[src/rtl/ex_pkg.sv]
// Shared encodings for the MIPS execute stage: ALU op classes, R-type funct
// codes, the MDU sequencer states and the default datapath width.
package ex_pkg;
    localparam int XLEN_DEF = 32;

    localparam logic [1:0] ALU_ADD   = 2'b00;
    localparam logic [1:0] ALU_SUB   = 2'b01;
    localparam logic [1:0] ALU_RTYPE = 2'b10;
    localparam logic [1:0] ALU_SLTI  = 2'b11;

    localparam logic [5:0] F_SLL   = 6'b000000;
    localparam logic [5:0] F_SRL   = 6'b000010;
    localparam logic [5:0] F_SRA   = 6'b000011;
    localparam logic [5:0] F_MFHI  = 6'b010000;
    localparam logic [5:0] F_MFLO  = 6'b010010;
    localparam logic [5:0] F_ADD   = 6'b100000;
    localparam logic [5:0] F_SUB   = 6'b100010;
    localparam logic [5:0] F_AND   = 6'b100100;
    localparam logic [5:0] F_OR    = 6'b100101;
    localparam logic [5:0] F_XOR   = 6'b100110;
    localparam logic [5:0] F_NOR   = 6'b100111;
    localparam logic [5:0] F_SLT   = 6'b101010;
    localparam logic [5:0] F_SLTU  = 6'b101011;

    typedef enum logic [1:0] {S_IDLE, S_RUN, S_DONE} state_e;

    // mult/multu/div/divu share funct[5:2] = 0110; funct[1] = div, funct[0] = unsigned.
    function automatic logic is_mdu(input logic [1:0] op, input logic [5:0] fn);
        return (op == ALU_RTYPE) && (fn[5:2] == 4'b0110);
    endfunction
endpackage

[src/rtl/ex_mdu.sv]
// Iterative multiply/divide: XLEN shift-add or restoring steps on operand
// magnitudes, with sign fix-up and divide-by-zero handling on the way out.
module ex_mdu
    import ex_pkg::*;
#(
    parameter int XLEN = XLEN_DEF
) (
    input  logic            clk,
    input  logic            reset,
    input  logic            i_start,
    input  logic [1:0]      i_op,
    input  logic [XLEN-1:0] i_a,
    input  logic [XLEN-1:0] i_b,
    output logic            o_last,
    output logic [XLEN-1:0] o_hi,
    output logic [XLEN-1:0] o_lo
);
    localparam int CW = $clog2(XLEN + 1);

    logic [CW-1:0]     r_cnt;
    logic [2*XLEN-1:0] r_acc;
    logic [XLEN-1:0]   r_den, r_a;
    logic              r_div, r_neg_q, r_neg_r;
    logic              w_a_neg, w_b_neg;
    logic [XLEN-1:0]   w_a_mag, w_b_mag, w_q, w_r;
    logic [XLEN:0]     w_madd, w_rsh, w_dsub;
    logic [2*XLEN-1:0] w_prod;

    assign w_a_neg = !i_op[0] && i_a[XLEN-1];
    assign w_b_neg = !i_op[0] && i_b[XLEN-1];
    assign w_a_mag = w_a_neg ? -i_a : i_a;
    assign w_b_mag = w_b_neg ? -i_b : i_b;

    // r_acc is {partial product, multiplier} for mult and {remainder, quotient} for div.
    assign w_madd = {1'b0, r_acc[2*XLEN-1:XLEN]} + (r_acc[0] ? {1'b0, r_den} : '0);
    assign w_rsh  = r_acc[2*XLEN-1:XLEN-1];
    assign w_dsub = w_rsh - {1'b0, r_den};

    always_ff @(posedge clk or negedge reset) begin
        if (!reset) begin
            r_cnt   <= '0;
            r_acc   <= '0;
            r_den   <= '0;
            r_a     <= '0;
            r_div   <= 1'b0;
            r_neg_q <= 1'b0;
            r_neg_r <= 1'b0;
        end else if (i_start) begin
            r_cnt   <= CW'(XLEN);
            r_acc   <= {{XLEN{1'b0}}, w_a_mag};
            r_den   <= w_b_mag;
            r_a     <= i_a;
            r_div   <= i_op[1];
            r_neg_q <= w_a_neg ^ w_b_neg;
            r_neg_r <= w_a_neg;
        end else if (r_cnt != '0) begin
            r_cnt <= r_cnt - CW'(1);
            if (r_div)
                r_acc <= {w_dsub[XLEN] ? w_rsh[XLEN-1:0] : w_dsub[XLEN-1:0],
                          r_acc[XLEN-2:0], !w_dsub[XLEN]};
            else
                r_acc <= {w_madd, r_acc[XLEN-1:1]};
        end
    end

    assign w_prod = r_neg_q ? -r_acc : r_acc;
    assign w_q    = r_neg_q ? -r_acc[XLEN-1:0] : r_acc[XLEN-1:0];
    assign w_r    = r_neg_r ? -r_acc[2*XLEN-1:XLEN] : r_acc[2*XLEN-1:XLEN];
    assign o_last = (r_cnt == CW'(1));

    always_comb begin
        o_hi = w_prod[2*XLEN-1:XLEN];
        o_lo = w_prod[XLEN-1:0];
        if (r_div) begin
            if (r_den == '0) begin
                o_hi = r_a;
                o_lo = '1;
            end else begin
                o_hi = w_r;
                o_lo = w_q;
            end
        end
    end
endmodule

[src/rtl/ex_stage_pipe.sv]
// MIPS execute stage: ALU, branch target/decision, HI/LO with an iterative MDU,
// and the handshaked EX/MEM output register.
module ex_stage_pipe
    import ex_pkg::*;
#(
    parameter int XLEN     = XLEN_DEF,
    parameter int BR_SHIFT = 2
) (
    input  logic            clk,
    input  logic            reset,
    input  logic            in_valid,
    output logic            in_ready,
    input  logic [XLEN-1:0] pc,
    input  logic [XLEN-1:0] rs,
    input  logic [XLEN-1:0] rt,
    input  logic [XLEN-1:0] sign_ext,
    input  logic            alu_src,
    input  logic [1:0]      alu_op,
    input  logic [5:0]      funct,
    input  logic            branch,
    output logic            out_valid,
    input  logic            out_ready,
    output logic [XLEN-1:0] result_out,
    output logic            zero,
    output logic [XLEN-1:0] address,
    output logic [XLEN-1:0] pc_out,
    output logic            take_branch,
    output logic            busy
);
    state_e          r_state, w_state_nxt;
    logic [XLEN-1:0] r_hi, r_lo, r_result, r_address, r_pc, r_op_pc, r_op_addr;
    logic            r_out_valid, r_zero, r_take, r_op_br;
    logic [XLEN-1:0] w_b, w_target, w_alu, w_mdu_hi, w_mdu_lo;
    logic [4:0]      w_shamt;
    logic            w_mdu_op, w_acc, w_slot_free, w_mdu_start, w_alu_load, w_mdu_load, w_mdu_last;

    assign w_b         = alu_src ? sign_ext : rt;
    assign w_target    = pc + (sign_ext << BR_SHIFT);
    assign w_shamt     = 5'(sign_ext >> 6);
    assign w_mdu_op    = is_mdu(alu_op, funct);
    assign w_slot_free = !r_out_valid || out_ready;
    assign in_ready    = reset && (r_state == S_IDLE) && w_slot_free;
    assign busy        = (r_state != S_IDLE);
    assign w_acc       = in_valid && in_ready;
    assign w_mdu_start = w_acc && w_mdu_op;
    assign w_alu_load  = w_acc && !w_mdu_op;
    assign w_mdu_load  = (r_state == S_DONE) && w_slot_free;

    always_comb begin
        w_alu = '0;
        case (alu_op)
            ALU_ADD:  w_alu = rs + w_b;
            ALU_SUB:  w_alu = rs - w_b;
            ALU_SLTI: w_alu = {{(XLEN-1){1'b0}}, $signed(rs) < $signed(w_b)};
            default: begin
                case (funct)
                    F_ADD:  w_alu = rs + w_b;
                    F_SUB:  w_alu = rs - w_b;
                    F_AND:  w_alu = rs & w_b;
                    F_OR:   w_alu = rs | w_b;
                    F_XOR:  w_alu = rs ^ w_b;
                    F_NOR:  w_alu = ~(rs | w_b);
                    F_SLT:  w_alu = {{(XLEN-1){1'b0}}, $signed(rs) < $signed(w_b)};
                    F_SLTU: w_alu = {{(XLEN-1){1'b0}}, rs < w_b};
                    F_SLL:  w_alu = rt << w_shamt;
                    F_SRL:  w_alu = rt >> w_shamt;
                    F_SRA:  w_alu = $signed(rt) >>> w_shamt;
                    F_MFHI: w_alu = r_hi;
                    F_MFLO: w_alu = r_lo;
                    default: w_alu = '0;
                endcase
            end
        endcase
    end

    ex_mdu #(.XLEN(XLEN)) u_mdu (
        .clk    (clk),
        .reset  (reset),
        .i_start(w_mdu_start),
        .i_op   (funct[1:0]),
        .i_a    (rs),
        .i_b    (rt),
        .o_last (w_mdu_last),
        .o_hi   (w_mdu_hi),
        .o_lo   (w_mdu_lo)
    );

    always_ff @(posedge clk or negedge reset) begin
        if (!reset) r_state <= S_IDLE;
        else        r_state <= w_state_nxt;
    end

    always_comb begin
        w_state_nxt = r_state;
        case (r_state)
            S_IDLE:  if (w_mdu_start) w_state_nxt = S_RUN;
            S_RUN:   if (w_mdu_last)  w_state_nxt = S_DONE;
            S_DONE:  if (w_slot_free) w_state_nxt = S_IDLE;
            default: w_state_nxt = S_IDLE;
        endcase
    end

    // An MDU op keeps its pc/target/branch bits here until its result lands.
    always_ff @(posedge clk or negedge reset) begin
        if (!reset) begin
            r_hi <= '0; r_lo <= '0;
            r_op_pc <= '0; r_op_addr <= '0; r_op_br <= 1'b0;
            r_out_valid <= 1'b0; r_result <= '0; r_zero <= 1'b0;
            r_address <= '0; r_pc <= '0; r_take <= 1'b0;
        end else begin
            if (w_mdu_start) begin
                r_op_pc   <= pc;
                r_op_addr <= w_target;
                r_op_br   <= branch;
            end
            if (w_alu_load) begin
                r_out_valid <= 1'b1;
                r_result    <= w_alu;
                r_zero      <= (w_alu == '0);
                r_address   <= w_target;
                r_pc        <= pc;
                r_take      <= branch && (w_alu == '0);
            end else if (w_mdu_load) begin
                r_hi        <= w_mdu_hi;
                r_lo        <= w_mdu_lo;
                r_out_valid <= 1'b1;
                r_result    <= w_mdu_lo;
                r_zero      <= (w_mdu_lo == '0);
                r_address   <= r_op_addr;
                r_pc        <= r_op_pc;
                r_take      <= r_op_br && (w_mdu_lo == '0);
            end else if (out_ready) begin
                r_out_valid <= 1'b0;
            end
        end
    end

    assign out_valid   = r_out_valid;
    assign result_out  = r_result;
    assign zero        = r_zero;
    assign address     = r_address;
    assign pc_out      = r_pc;
    assign take_branch = r_take;
endmodule
[config.mk]
export PLATFORM = sky130hd
export DESIGN_NAME = ex_stage_pipe
export DESIGN_NICKNAME = d
export VERILOG_FILES = /design/src/rtl/ex_pkg.sv /design/src/rtl/ex_mdu.sv /design/src/rtl/ex_stage_pipe.sv
export SDC_FILE = /design/constraint.sdc
export NUM_CORES = 2
export LEC_CHECK = 0
export CAP_MARGIN = 10
export CORE_MARGIN = 2
export CORE_UTILIZATION = 50
export CTS_CLUSTER_SIZE = 30
export DETAILED_ROUTE_END_ITERATION = 10
export MAX_ROUTING_LAYER = met4
export PLACE_DENSITY_LB_ADDON = 0.1
export SETUP_SLACK_MARGIN = 0.02
export SYNTH_ARGS = -nofsm -noshare
export SYNTH_HDL_FRONTEND = slang
export SYNTH_SLANG_ARGS = --single-unit
[constraint.sdc]
create_clock -name clk -period 7 [get_ports clk]
set_clock_uncertainty 0.1 [all_clocks]
set_input_delay 1.4 -clock clk [delete_from_list [all_inputs] [get_ports clk]]
set_output_delay 1.4 -clock clk [all_outputs]
set_load 0.05 [all_outputs]
==> metrics list <==
- All-layer global routing usage: 0.503
- Final worst hold slack: 373 ps
- The number of antenna violations at the first check in global routing was 10.
- Number of buffers created by CTS: 45
* Reg clk slew, reported paths: 60 ps
- In this run the post-CTS setup repair buffer count came out at 0.
* Via count of the first global-routing pass: 37100
* Final Wtd Congestion: 1.13
- Maximum capacitance violations: 0
- Summed over all layers, the global routing overflow is 0.
* Count of mapped cells out of synthesis: 4573
- Setup repair after global routing left no endpoint under its margin.
- Yosys mapped a number of flops with a built-in enable equal to 0.
- Of all flip-flops after synthesis, the portion carrying an async set or reset was 1.00.
* Routed via count divided by cell count: 6.98
* Fin crit period: 6460 ps
- Yosys printed 0 warnings.
- Row Count: 98
- After floorplanning, the core was sized to cover 71200 µm².
* Prevailing post-synth register cell: sky130_fd_sc_hd__dfrtp_1
* Number of synthesized register bits: 363
- Actual transition at the worst max-transition pin: 1440 ps
- Most numerous cell in the Yosys netlist: sky130_fd_sc_hd__nand2_1
- Count of final max-slew check failures: 0
- Area growth from synthesis to final layout: 17.1%
* Endpoint kind of the worst setup timing path: flop
- Clock sinks: 363
- Synthesized Nets: 4940
- Cell with the largest stage delay on the worst path: sky130_fd_sc_hd__clkdlybuf4s50_1
- In the final design database the tool counted 5151 nets.
* Resized Gates After CTS: 0
* Synth top cells by count: 657 x sky130_fd_sc_hd__nand2_1, 363 x sky130_fd_sc_hd__dfrtp_1, 340 x sky130_fd_sc_hd__o21ai_0
- X dimension of the die: 272 µm
- Data required time at the worst endpoint: 7410 ps
- Hold violation total from the final report: 0
- Post-synth top area cell: sky130_fd_sc_hd__dfrtp_1
- OpenSTA, run right after detailed placement, puts the worst setup slack at 134 ps.
- The critical path is of the in2reg type.
- The die covers 74000 µm².
- Of all nets on the critical path, the largest fanout is 9.
- The first global-routing pass estimated 264000 µm of wire.
* Die Ht: 272 µm
- Critical Path Source Type: input pin
* Portion of the clock cycle consumed by the worst path in the final layout: 0.923
- The kind of cell with the highest combined delay along the critical path is simple AND/OR/NAND/NOR gates.
* Hold path depth: 2
- After the first detailed-routing iteration, the DRC count stood at 6523.
- The detail route stage leaves a number of antenna-violating nets equal to 0.
* Cells on worst reg2reg path: 17
- Setup violations remaining at the end of the flow were counted as 0.
- For this configuration, the core starts out at a cell density of 0.504.
* Via total after detailed routing: 40300
* Power density over the cells: 315 nW/µm²
- Pin placement for this block handled 243 I/O pins.
* Share of Yosys cell area claimed by the top area cell type: 0.253
- No sink is reached through more buffers than the 3 on the longest clock path.
- Cell area after synthesis: 35900 µm²
- Setup slack after layout: 542 ps
* Number of distinct library cells after synthesis: 100
- TritonCTS built the clock tree.
- Adding up every negative setup slack in the final design gives 0 ps.
- Static timing analysis puts the maximum clock frequency at 0.155 GHz.
* Critical path arrival: 6870 ps
* End point of the most critical hold path: u_mdu.r_a[12]
- Walking the worst path, the cells encountered are clkdlybuf4s50_1 > mux2i_1 > ha_1 > nor4bb_1 > a211oi_1 > a31oi_1 > a221o_1 > xnor2_1 > o221ai_1 > or4b_1 > nor4_1 > buf_4 > nand4_1 > nor4_2 > buf_4 > nand4_1 > o22ai_2.
- For this run, the slowest stage of the critical path takes 720 ps.
* Hold buffer count at cts: 0
* Pin count of the biggest net entering global routing: 148
- Final HPWL DP: 146000 µm
- The pre-antenna-repair detailed-routing pass consisted of 10 iterations.
* Leakage: 18.4 nW
- After detailed routing, the number of remaining DRC violations is 0.
- R2r endpoint: u_mdu.r_acc[39]
- The worst hold path begins at u_mdu.r_a[12].
* Top post-synthesis cells by area: sky130_fd_sc_hd__dfrtp_1 25%, sky130_fd_sc_hd__ha_1 7.7%, sky130_fd_sc_hd__nand2_1 6.9%
* Outcome: finished, final reports clean
* IO buf count: 242
* Type of the most critical hold path: reg2reg
- IR analysis of the VDD net gives a maximum drop of 0.000368 V.
* Register-to-Register Setup Slack: 1650 ps
* Rel. slew slack: 0.0242
- In the final layout, the share of cells above drive strength 1 is 0.101.
- At the later pin of the worst-skew pair, clock insertion delay measures 610 ps.
* Worst reg2reg path startpoint: u_mdu.r_acc[31]
- Root buffer selected by CTS: sky130_fd_sc_hd__clkbuf_16
- The routed design has 186000 µm of wire.
- Averaged over all synthesized cells, the footprint is 7.85 µm².
- In the final routed layout, each cell accounts on average for 32.2 µm.
- Buf/Inv on CP: 3
- Share of synthesized area occupied by flip-flops and latches: 0.253
* H-tree depth: 2
## per-layer routing
layer | track usage | part of all wire
met5 | - | 0
met4 | 0.301 | 0.077
met3 | 0.150 | 0.13
met2 | 0.692 | 0.41
met1 | 0.648 | 0.39
## worst max-delay path by stage
stage	from	endpoint	slack, ps	depth (start not counted)
after floorplan	sign_ext[6]	zero	580	21
after global placement	sign_ext[5]	zero	120	17
after detailed placement	sign_ext[5]	zero	130	17
after CTS	sign_ext[5]	take_branch	760	17
after global routing	alu_src	zero	440	18
final	sign_ext[5]	take_branch	540	17
## cell families (layout without fill, tap and decap cells)
| group | Yosys count | after routing | synth area share |
|---|---|---|---|
| other | 0 | 8 | 0 |
| AND/OR/NAND/NOR | 1520 | 1520 | 0.195 |
| flip-flops | 363 | 363 | 0.253 |
| AO/OA/AOI/OAI | 1428 | 1428 | 0.264 |
| adder cells (fa/ha/maj) | 225 | 225 | 0.0795 |
| multiplexers | 252 | 252 | 0.0903 |
| buffers and inverters | 534 | 777 | 0.0575 |
| XOR/XNOR | 251 | 251 | 0.0612 |
## metrics by stage
| step | instance area [µm²] | power [mW] | utilization | cells |
|---|---|---|---|---|
| 3_5_place_dp | 40400 | 10.4 | 0.567 | 5687 |
| 4_1_cts | 42000 | 13.0 | 0.590 | 5766 |
| 6_report | 42000 | 13.2 | 0.590 | 5774 |
| 2_1_floorplan | 35900 | 8.06 | - | 4573 |
| 3_3_place_gp | 40400 | 10.3 | 0.567 | 5687 |
| 5_1_grt | 42000 | 13.8 | 0.590 | 5772 |
## worst reg2reg max path: stages, from the launching register on
cell	delay, ps
sky130_fd_sc_hd__dfrtp_1	500
sky130_fd_sc_hd__inv_1	320
sky130_fd_sc_hd__ha_1	270
sky130_fd_sc_hd__inv_1	70
sky130_fd_sc_hd__fa_1	420
sky130_fd_sc_hd__a211oi_1	320
sky130_fd_sc_hd__o21ai_1	130
sky130_fd_sc_hd__nand3_1	210
sky130_fd_sc_hd__o311ai_1	240
sky130_fd_sc_hd__o221a_2	350
sky130_fd_sc_hd__o41ai_2	480
sky130_fd_sc_hd__o21ai_1	200
sky130_fd_sc_hd__o41ai_1	530
sky130_fd_sc_hd__xnor2_2	170
sky130_fd_sc_hd__buf_4	300
sky130_fd_sc_hd__mux2_1	390
sky130_fd_sc_hd__a21oi_1	170
sky130_fd_sc_hd__nor2_1	70
## power breakdown
part | total, mW | internal (mW) | switching, mW | leakage (nW)
Sequential | 3.54 | 2.67 | 0.876 | 4.43
Combinational | 7.11 | 2.75 | 4.36 | 13.2
Clock | 2.58 | 1.57 | 1.02 | 0.764
## area by class of cell
type | count | area (µm²)
inverters | 184 | 691
clock inverters | 16 | 327
diodes | 8 | 20.0
repair buffers | 514 | 4640
flip-flops and latches | 363 | 9090
clock buffers | 63 | 1270
well taps | 950 | 1190
multi-input cells | 3676 | 24800
fillers | 6449 | 29200
## registers in the layout, summed over array words and instances, names as in the netlist, 2 cells and up
name         count
r_op_pc         32
pc_out          30
u_mdu.r_den     32
address         32
r_hi            32
r_lo            32
u_mdu.r_cnt      6
r_op_addr       30
u_mdu.r_a       32
result_out      32
u_mdu.r_acc     64
r_state          2
## layout by cell type (no fill, tap or decap), types with 41 or more instances in the layout
cell	count
sky130_fd_sc_hd__nand2_1	656
sky130_fd_sc_hd__dfrtp_1	361
sky130_fd_sc_hd__o21ai_0	340
sky130_fd_sc_hd__nor2_1	331
sky130_fd_sc_hd__a21oi_1	274
sky130_fd_sc_hd__buf_4	258
sky130_fd_sc_hd__clkdlybuf4s50_1	235
sky130_fd_sc_hd__ha_1	220
sky130_fd_sc_hd__inv_1	176
sky130_fd_sc_hd__mux2i_1	164
sky130_fd_sc_hd__xnor2_1	164
sky130_fd_sc_hd__a22oi_1	96
sky130_fd_sc_hd__nor3_1	89
sky130_fd_sc_hd__o211ai_1	88
sky130_fd_sc_hd__xor2_1	86
sky130_fd_sc_hd__nand3_1	77
sky130_fd_sc_hd__a21o_1	72
sky130_fd_sc_hd__o21ai_1	56
sky130_fd_sc_hd__mux4_2	54
sky130_fd_sc_hd__a211oi_1	53
sky130_fd_sc_hd__nor4_1	46
sky130_fd_sc_hd__clkbuf_16	45
sky130_fd_sc_hd__and3_1	43
sky130_fd_sc_hd__nand2b_1	42
sky130_fd_sc_hd__nand4_1	41
sky130_fd_sc_hd__nor2b_1	41
Note: power is estimated with default switching activity, not from simulation.
